[config.mk]
export PLATFORM = sky130hd
export DESIGN_NAME = result_stream_packer
export DESIGN_NICKNAME = d
export VERILOG_FILES = /design/src/rtl/result_stream_packer.sv
export SDC_FILE = /design/constraint.sdc
export NUM_CORES = 1
export LEC_CHECK = 0
export BUFFER_PORTS_ARGS = -buffer_cell sky130_fd_sc_hd__buf_2
export CAP_MARGIN = 20
export CORE_MARGIN = 2
export CORE_UTILIZATION = 35
export CTS_CLUSTER_SIZE = 25
export DETAILED_ROUTE_END_ITERATION = 7
export SLEW_MARGIN = 0
export SYNTH_ARGS = -nofsm -noshare
export SYNTH_HDL_FRONTEND = slang
export SYNTH_SLANG_ARGS = --single-unit
[constraint.sdc]
create_clock -name CLK -period 3 [get_ports CLK]
set_input_delay 0.45 -clock CLK [delete_from_list [all_inputs] [get_ports CLK]]
set_output_delay 0.45 -clock CLK [all_outputs]
set_load 0.01 [all_outputs]
[src/rtl/result_stream_packer.sv]
// Packs result bytes little-endian into 32-bit words and
// streams them out over AXI4-Stream with TKEEP/TLAST framing.
module result_stream_packer #(
  parameter int unsigned FRAME_LEN  = 1681,
  parameter int unsigned FIFO_DEPTH = 4
) (
  input  logic        CLK,
  input  logic        RESETN,
  input  logic        in_valid,
  input  logic [7:0]  in_data,
  output logic        in_ready,
  output logic [31:0] M_AXIS_TDATA,
  output logic [3:0]  M_AXIS_TKEEP,
  output logic        M_AXIS_TLAST,
  output logic        M_AXIS_TVALID,
  input  logic        M_AXIS_TREADY,
  output logic [15:0] frame_count
);

  localparam int unsigned AW = $clog2(FIFO_DEPTH);

  localparam logic [15:0] LAST_IDX = 16'(FRAME_LEN - 1);
  localparam logic [AW:0] FULL     = (AW+1)'(FIFO_DEPTH);
  localparam logic [AW:0] OCC_ONE  = (AW+1)'(1);
  localparam logic [AW-1:0] PTR_ONE = AW'(1);

  typedef struct packed {
    logic [31:0] data;
    logic [3:0]  keep;
    logic        last;
  } word_t;

  typedef enum logic {
    IDLE,
    PACK
  } state_e;

  state_e      state_q, state_d;
  logic [1:0]  lane_q, lane_d;
  logic [15:0] cnt_q, cnt_d;
  logic [23:0] pack_q, pack_d;
  logic        rdy_q, rdy_d;
  logic [15:0] fcnt_q, fcnt_d;
  logic [AW-1:0] wr_q, wr_d;
  logic [AW-1:0] rd_q, rd_d;
  logic [AW:0]   occ_q, occ_d;
  word_t       mem_q [FIFO_DEPTH];

  logic  acc;
  logic  is_last;
  logic  push;
  logic  pop;
  logic  head_vld;
  word_t head;
  word_t pw;

  assign acc      = in_valid & rdy_q;
  assign is_last  = (cnt_q == LAST_IDX);
  assign push     = acc & ((lane_q == 2'd3) | is_last);
  assign head_vld = (occ_q != '0);
  assign head     = mem_q[rd_q];
  assign pop      = head_vld & M_AXIS_TREADY;

  // Word being pushed: held lanes plus the incoming byte, upper lanes zero.
  always_comb begin
    pw = '0;
    pw.last = is_last;
    unique case (lane_q)
      2'd0: begin
        pw.data = {24'h0, in_data};
        pw.keep = 4'b0001;
      end
      2'd1: begin
        pw.data = {16'h0, in_data, pack_q[7:0]};
        pw.keep = 4'b0011;
      end
      2'd2: begin
        pw.data = {8'h0, in_data, pack_q[15:0]};
        pw.keep = 4'b0111;
      end
      default: begin
        pw.data = {in_data, pack_q};
        pw.keep = 4'b1111;
      end
    endcase
  end

  // Input-side FSM, lane/byte counters and pack register next state.
  always_comb begin
    state_d = state_q;
    lane_d  = lane_q;
    cnt_d   = cnt_q;
    pack_d  = pack_q;
    if (acc) begin
      if (is_last) begin
        lane_d = 2'd0;
        cnt_d  = 16'd0;
      end else begin
        lane_d = lane_q + 2'd1;
        cnt_d  = cnt_q + 16'd1;
      end
      if (push) begin
        pack_d = '0;
      end else begin
        unique case (lane_q)
          2'd0:    pack_d[7:0]   = in_data;
          2'd1:    pack_d[15:8]  = in_data;
          default: pack_d[23:16] = in_data;
        endcase
      end
    end
    unique case (state_q)
      IDLE: if (acc && !is_last) state_d = PACK;
      default: if (acc && is_last) state_d = IDLE;
    endcase
  end

  // FIFO pointers, occupancy, registered ready and frame counter.
  always_comb begin
    wr_d   = wr_q;
    rd_d   = rd_q;
    occ_d  = occ_q;
    fcnt_d = fcnt_q;
    if (push) wr_d = wr_q + PTR_ONE;
    if (pop)  rd_d = rd_q + PTR_ONE;
    if (push && !pop) begin
      occ_d = occ_q + OCC_ONE;
    end else if (!push && pop) begin
      occ_d = occ_q - OCC_ONE;
    end
    if (pop && head.last) fcnt_d = fcnt_q + 16'd1;
    rdy_d = (occ_d != FULL);
  end

  // Control state registers.
  always_ff @(posedge CLK or negedge RESETN) begin
    if (!RESETN) begin
      state_q <= IDLE;
      lane_q  <= 2'd0;
      cnt_q   <= 16'd0;
      pack_q  <= '0;
      rdy_q   <= 1'b0;
      fcnt_q  <= 16'd0;
      wr_q    <= '0;
      rd_q    <= '0;
      occ_q   <= '0;
    end else begin
      state_q <= state_d;
      lane_q  <= lane_d;
      cnt_q   <= cnt_d;
      pack_q  <= pack_d;
      rdy_q   <= rdy_d;
      fcnt_q  <= fcnt_d;
      wr_q    <= wr_d;
      rd_q    <= rd_d;
      occ_q   <= occ_d;
    end
  end

  // Word storage; written only on push.
  always_ff @(posedge CLK or negedge RESETN) begin
    if (!RESETN) begin
      for (int i = 0; i < FIFO_DEPTH; i++) begin
        mem_q[i] <= '0;
      end
    end else if (push) begin
      mem_q[wr_q] <= pw;
    end
  end

  assign in_ready      = rdy_q;
  assign M_AXIS_TVALID = head_vld;
  assign M_AXIS_TDATA  = head_vld ? head.data : 32'h0;
  assign M_AXIS_TKEEP  = head_vld ? head.keep : 4'h0;
  assign M_AXIS_TLAST  = head_vld ? head.last : 1'b0;
  assign frame_count   = fcnt_q;

endmodule

; Word level (Yosys, flattened, before mapping)
; Index checks and enable logic that the tools add are counted.
[word_totals]
register_bits = 214
out_inout_bits = 55
input_bits = 12
word_cells = 76
[op_classes]
n_eq_ne = 6
add_sub_neg = 7
n_reduce_logical = 14
mux = 18
n_bitwise = 6
magnitude_cmp = 3
[ops]
columns = operator, count
row1 = $bwmux 148, 1
row2 = $mux 37, 3
row3 = $pmux 36 s3, 1
row4 = $bmux 37 s2, 1
row5 = $demux 37 s2, 1
row6 = $add 16x1->16 const B, 2
row7 = $mux 32, 1
row8 = $mux 24, 1
row9 = $mux 8, 3
row10 = $eq 16x11->1 const B, 1
row11 = $mux 16, 1
row12 = $add 2x1->2 const B, 3
row13 = $ge 3x3->1 const B, 2
row14 = $mux 3, 2
row15 = $not 2->3, 2
row16 = $reduce_and 2->1, 3
row17 = $eq 2x2->1 const B, 2
row18 = $logic_and 1x1->1, 4
row19 = $mux 4, 1
row20 = $reduce_bool 2->1, 2
row21 = $add 3x1->3 const B, 1
row22 = $and 1x1->1, 3
row23 = $lt 3x1->1 const B, 1
row24 = $ne 3x3->1 const B, 1
row25 = other kinds (10), 11

; Depth between registers and ports, before layout
[logic_depth]
ltp_word = 8
ltp_mapped = 9
mapped_depth_nobuf = 7

; Worst setup path before layout
; OpenSTA, ideal clock, no wires.
[synth_path]
kind = flip-flop to flip-flop
startpoint = reg cnt_q[0]
endpoint = reg pack_q[19]
path_slack_ns = 0.552
stages_incl_launch_ff = 10
required_ns = 2.874
period_less_slack_ns = 2.448
arrival_time_ns = 2.322
path_cell_list = dfrtp_1 inv_1 ha_1 or4b_1 or4_1 buf_2 a21oi_4 buf_6 nor2_1 a221o_1
[synth_via]
elab_chain_len = 5
word_cells_on_any_way = 6
[synth_rtl]
columns = item, line_no
row1 = start: declaration, 40  ; logic [15:0] cnt_q, cnt_d;
row2 = start signal: assignment, 150  ; cnt_q <= cnt_d;
row3 = $eq 16x11->1 (*), 58  ; assign is_last = (cnt_q == LAST_IDX);
row4 = $or 1x1->1 (*), 59  ; assign push = acc & ((lane_q == 2'd3) | is_last);
row5 = $and 1x1->1 (*), 59
row6 = $ne 2x1->1 (no line), n/a
row7 = $reduce_and 2->1 (no line), n/a
row8 = end signal: assignment, 151  ; pack_q <= pack_d;
row9 = end: declaration, 41  ; logic [23:0] pack_q, pack_d;
; Every way passes the cells marked *; elsewhere a longest branch is shown, timed or not.
; A chain may end at the register's enable or synchronous reset.

; Worst setup path after layout
[layout_path]
startpoint = reg occ_q[0]
endpoint = out M_AXIS_TDATA[16]
[layout_via]
elab_chain_len = 2
[layout_rtl]
columns = item, line_no
row1 = start: declaration, 46  ; logic [AW:0] occ_q, occ_d;
row2 = start signal: assignment, 146  ; occ_q <= '0;
row3 = start signal: assignment, 156  ; occ_q <= occ_d;
row4 = $reduce_bool 3->1, 60  ; assign head_vld = (occ_q != '0);
row5 = $mux 32, 173  ; assign M_AXIS_TDATA = head_vld ? head.data : 32'h0;
row6 = end: declaration, 12  ; output logic [31:0] M_AXIS_TDATA,
; Every way passes these cells.

==> impl_metrics.ini <==
[logic_synthesis]
ys.flop_type = dfrtp_1
yosysWarnings = 0
yosysTopAreaCellShare_pct = 54.9
synth.most_common_cell = dfrtp_1
synth_edf_count = 0
yosysSeqAreaShare_pct = 54.9
synth_top_area_cell = dfrtp_1
synth_area_um2 = 9760
syn_inst = 910
synth_common_cells = dfrtp_1, nand2_1, o21ai_0, clkbuf_1, and2_1
ys_ff_latch = 214
synthTopCellsByArea = dfrtp_1, mux4_2, o21ai_0
syn_area_per_cell_um2 = 10.7
synthArstFlopShare_pct = 100
post_synth_num_cell_types = 45
synth_fp_nets = 937

[power]
p_clk_share_pct = 24.5
p_comb_share_pct = 35.5
internal_power_mw = 7.28
seqPwrFrac_pct = 40.0
power_density_nw_per_um2 = 996
leakagePower_nw = 5.14
total_power_mw = 11.3
ir_drop_v = 0.000442
power.switching_mw = 4.01
p_sw_share_pct = 35.5

[finish]
diodes = 0
num-fill-cells = 2755
seqCellArea_um2 = 5360
multiInputGateArea_um2 = 4140
area_growth_pct = 16.2
layout-drive-gt1-share_pct = 18.0
layout.nets = 993

[cts]
clk_root_buffer_cell = clkbuf_16
htree_levels = 1
path_clk_slew_ps = 60
insertion_delay_ps = 530
post-cts-setup-buffers = 0
clkSinkCount = 214
numCtsBuffers = 24
tritoncts = done
ctsResizeCount = 0
clock_path_buffers = 3

[drt]
drt_iter0_drc = 508
drc = 0
vias_per_cell = 5.08
drt-pass1-iter-count = 5
ant_nets = 0
drt-total-wl_um = 23100
wl_per_cell_um = 17.0
vias = 6898

[sta]
maxSlewViolCount = 0
worstMarginPinSlew_ps = 647
fin_crit_ps = 2770
slew_headroom_pct = 56.9
tns_ps = 0
rsz0062_at_grt = false
hold_violations = 0
setup_viol = 0
fmax_mhz = 362
finalCritPeriodShare_pct = 92.2
fin_worst_skew_ps = 11.5

[setup_path]
path_buf_inv = 3
end_kind = primary output
worst_ep_arrival_time_ps = 2320
crit_family = buffers and inverters
path_cells = inv_1 > ha_1 > nand2b_1 > buf_4 > and2_1 > buf_2
crit_slowest_cell = dfrtp_1
startpoint_type = flop
setup.worst_path.class = flop to primary output
cp.required_ps = 2550
critical_path.max_stage_delay_ps = 480
worstPathMaxFanout = 24

[die]
core_region_area_um2 = 27600
die_area_um2 = 29200
die_y_um = 171
pin_count = 67
start_util_pct = 35.3
fp.dieW_um = 171
rows = 61

[placement]
dpl.hpwl_um = 14800
port-buffer-count = 66
gp_congestion = 0.798

[outcome]
status = finished, final reports clean

[flow_run]
maxCapViolCount = 0

[global_routing]
grt_pass1_wl_um = 37600
grt_max_degree = 75
antenna_found_initial = 0
overflow = 0
grt_pass1_vias = 6858
track_usage_pct = 16.1

[worst_hold_path]
hold_path_class = primary input to flop
## cells in the final DEF, fill, tap and decap left out, drive strengths merged, types with 2 or more instances in the layout
master    count
o21ai       152
nand2       189
xnor2        26
nand3        29
and3          9
nor3          5
a221o         8
a22oi        25
clkinvlp      3
xor2          5
nor4          4
and2         41
or4           4
mux4         37
a21oi         4
o22ai         3
or4b          3
clkbuf       31
inv          11
a22o         20
or3           3
dfrtp       214
ha           15
o41ai         2
nand2b        5
clkinv        8
nand4         5
buf          87
nor2b         3
nor2         20
## power groups by stage
stage	clock [mW]	combinational [mW]	sequential, mW
final	2.77	4.01	4.52
after global routing	2.98	4.49	4.64
after CTS	2.85	4.06	4.51
after detailed placement	0	4.05	4.54
after global placement	0	3.97	4.50
after floorplan	0	2.90	4.34
## layout make-up
type | instances | area share (%)
well taps | 378 | 4.17
inverters | 11 | 0.364
flip-flops and latches | 214 | 47.3
clock buffers | 29 | 5.64
repair buffers | 90 | 5.13
multi-input cells | 625 | 36.5
clock inverters | 12 | 0.916
## per-layer routing
layer	routed length, um	GRT usage (%)	up-vias
met1	11100	23.4	3420
met4	461	4.13	0
met3	953	1.97	37
met5	0	0	-
met2	10600	25.8	144
li1	-	-	3297
## state kept, by name (all words and copies together) (netlist names)
name,count
lane_q,2
cnt_q,16
rd_q,2
pack_q,24
frame_count,16
occ_q,3
in_ready,1
wr_q,2
mem_q,148
## worst paths after layout
path / from / end / slack [ps] / cells after the start
worst max-delay path: occ_q[0]$_DFF_PN0_ / M_AXIS_TDATA[16] / 230 / 6
worst min-delay path: in_data[4] / pack_q[4]$_DFFE_PN0P_ / 310 / 2
worst max register to register: cnt_q[0]$_DFFE_PN0P_ / pack_q[22]$_DFFE_PN0P_ / 340 / 7
worst min register to register: mem_q[37]$_DFFE_PN0P_ / mem_q[37]$_DFFE_PN0P_ / 470 / 2
max in group asynchronous: RESETN / mem_q[124]$_DFFE_PN0P_ / 1700 / 3
min in group asynchronous: RESETN / cnt_q[12]$_DFFE_PN0P_ / 500 / 2
## timing repair
item                                    in CTS  in global routing
endpoints found under the setup margin       0                  0
hold buffers                                 1                  0
endpoints found under the hold margin       71                  0
## cells by family after synthesis
| kind of cell | Yosys count | share of synthesized area, % |
|---|---|---|
| muxes | 38 | 8.65 |
| and+or+nand+nor | 322 | 15.2 |
| DFF | 214 | 54.9 |
| buffers and inverters | 71 | 2.91 |
| adders and majority gates | 15 | 1.92 |
| AOI/OAI and AO/OA | 219 | 13.6 |
| xor gates and xnor gates | 31 | 2.78 |
## stage by stage
step / cells / util, % / hold slack (ps) / setup slack (ps) / cell area (um2)
after CTS: 1358 / 41.0 / 293 / 250 / 11300
after floorplan: 910 / - / 154 / 552 / 9760
after global placement: 1316 / 38.3 / 445 / 403 / 10600
final: 1359 / 41.0 / 312 / 235 / 11300
after global routing: 1359 / 41.0 / 314 / 123 / 11300
after detailed placement: 1316 / 38.3 / 460 / 377 / 10600
## worst register-to-register path, stage by stage (launching register included)
cell     delay (ps)
dfrtp_1         410
inv_1            70
ha_1            130
or4b_1          550
or4_1           620
a21oi_4         390
nor2_1          100
a221o_1         270
Power figures use the tool's default switching activity.
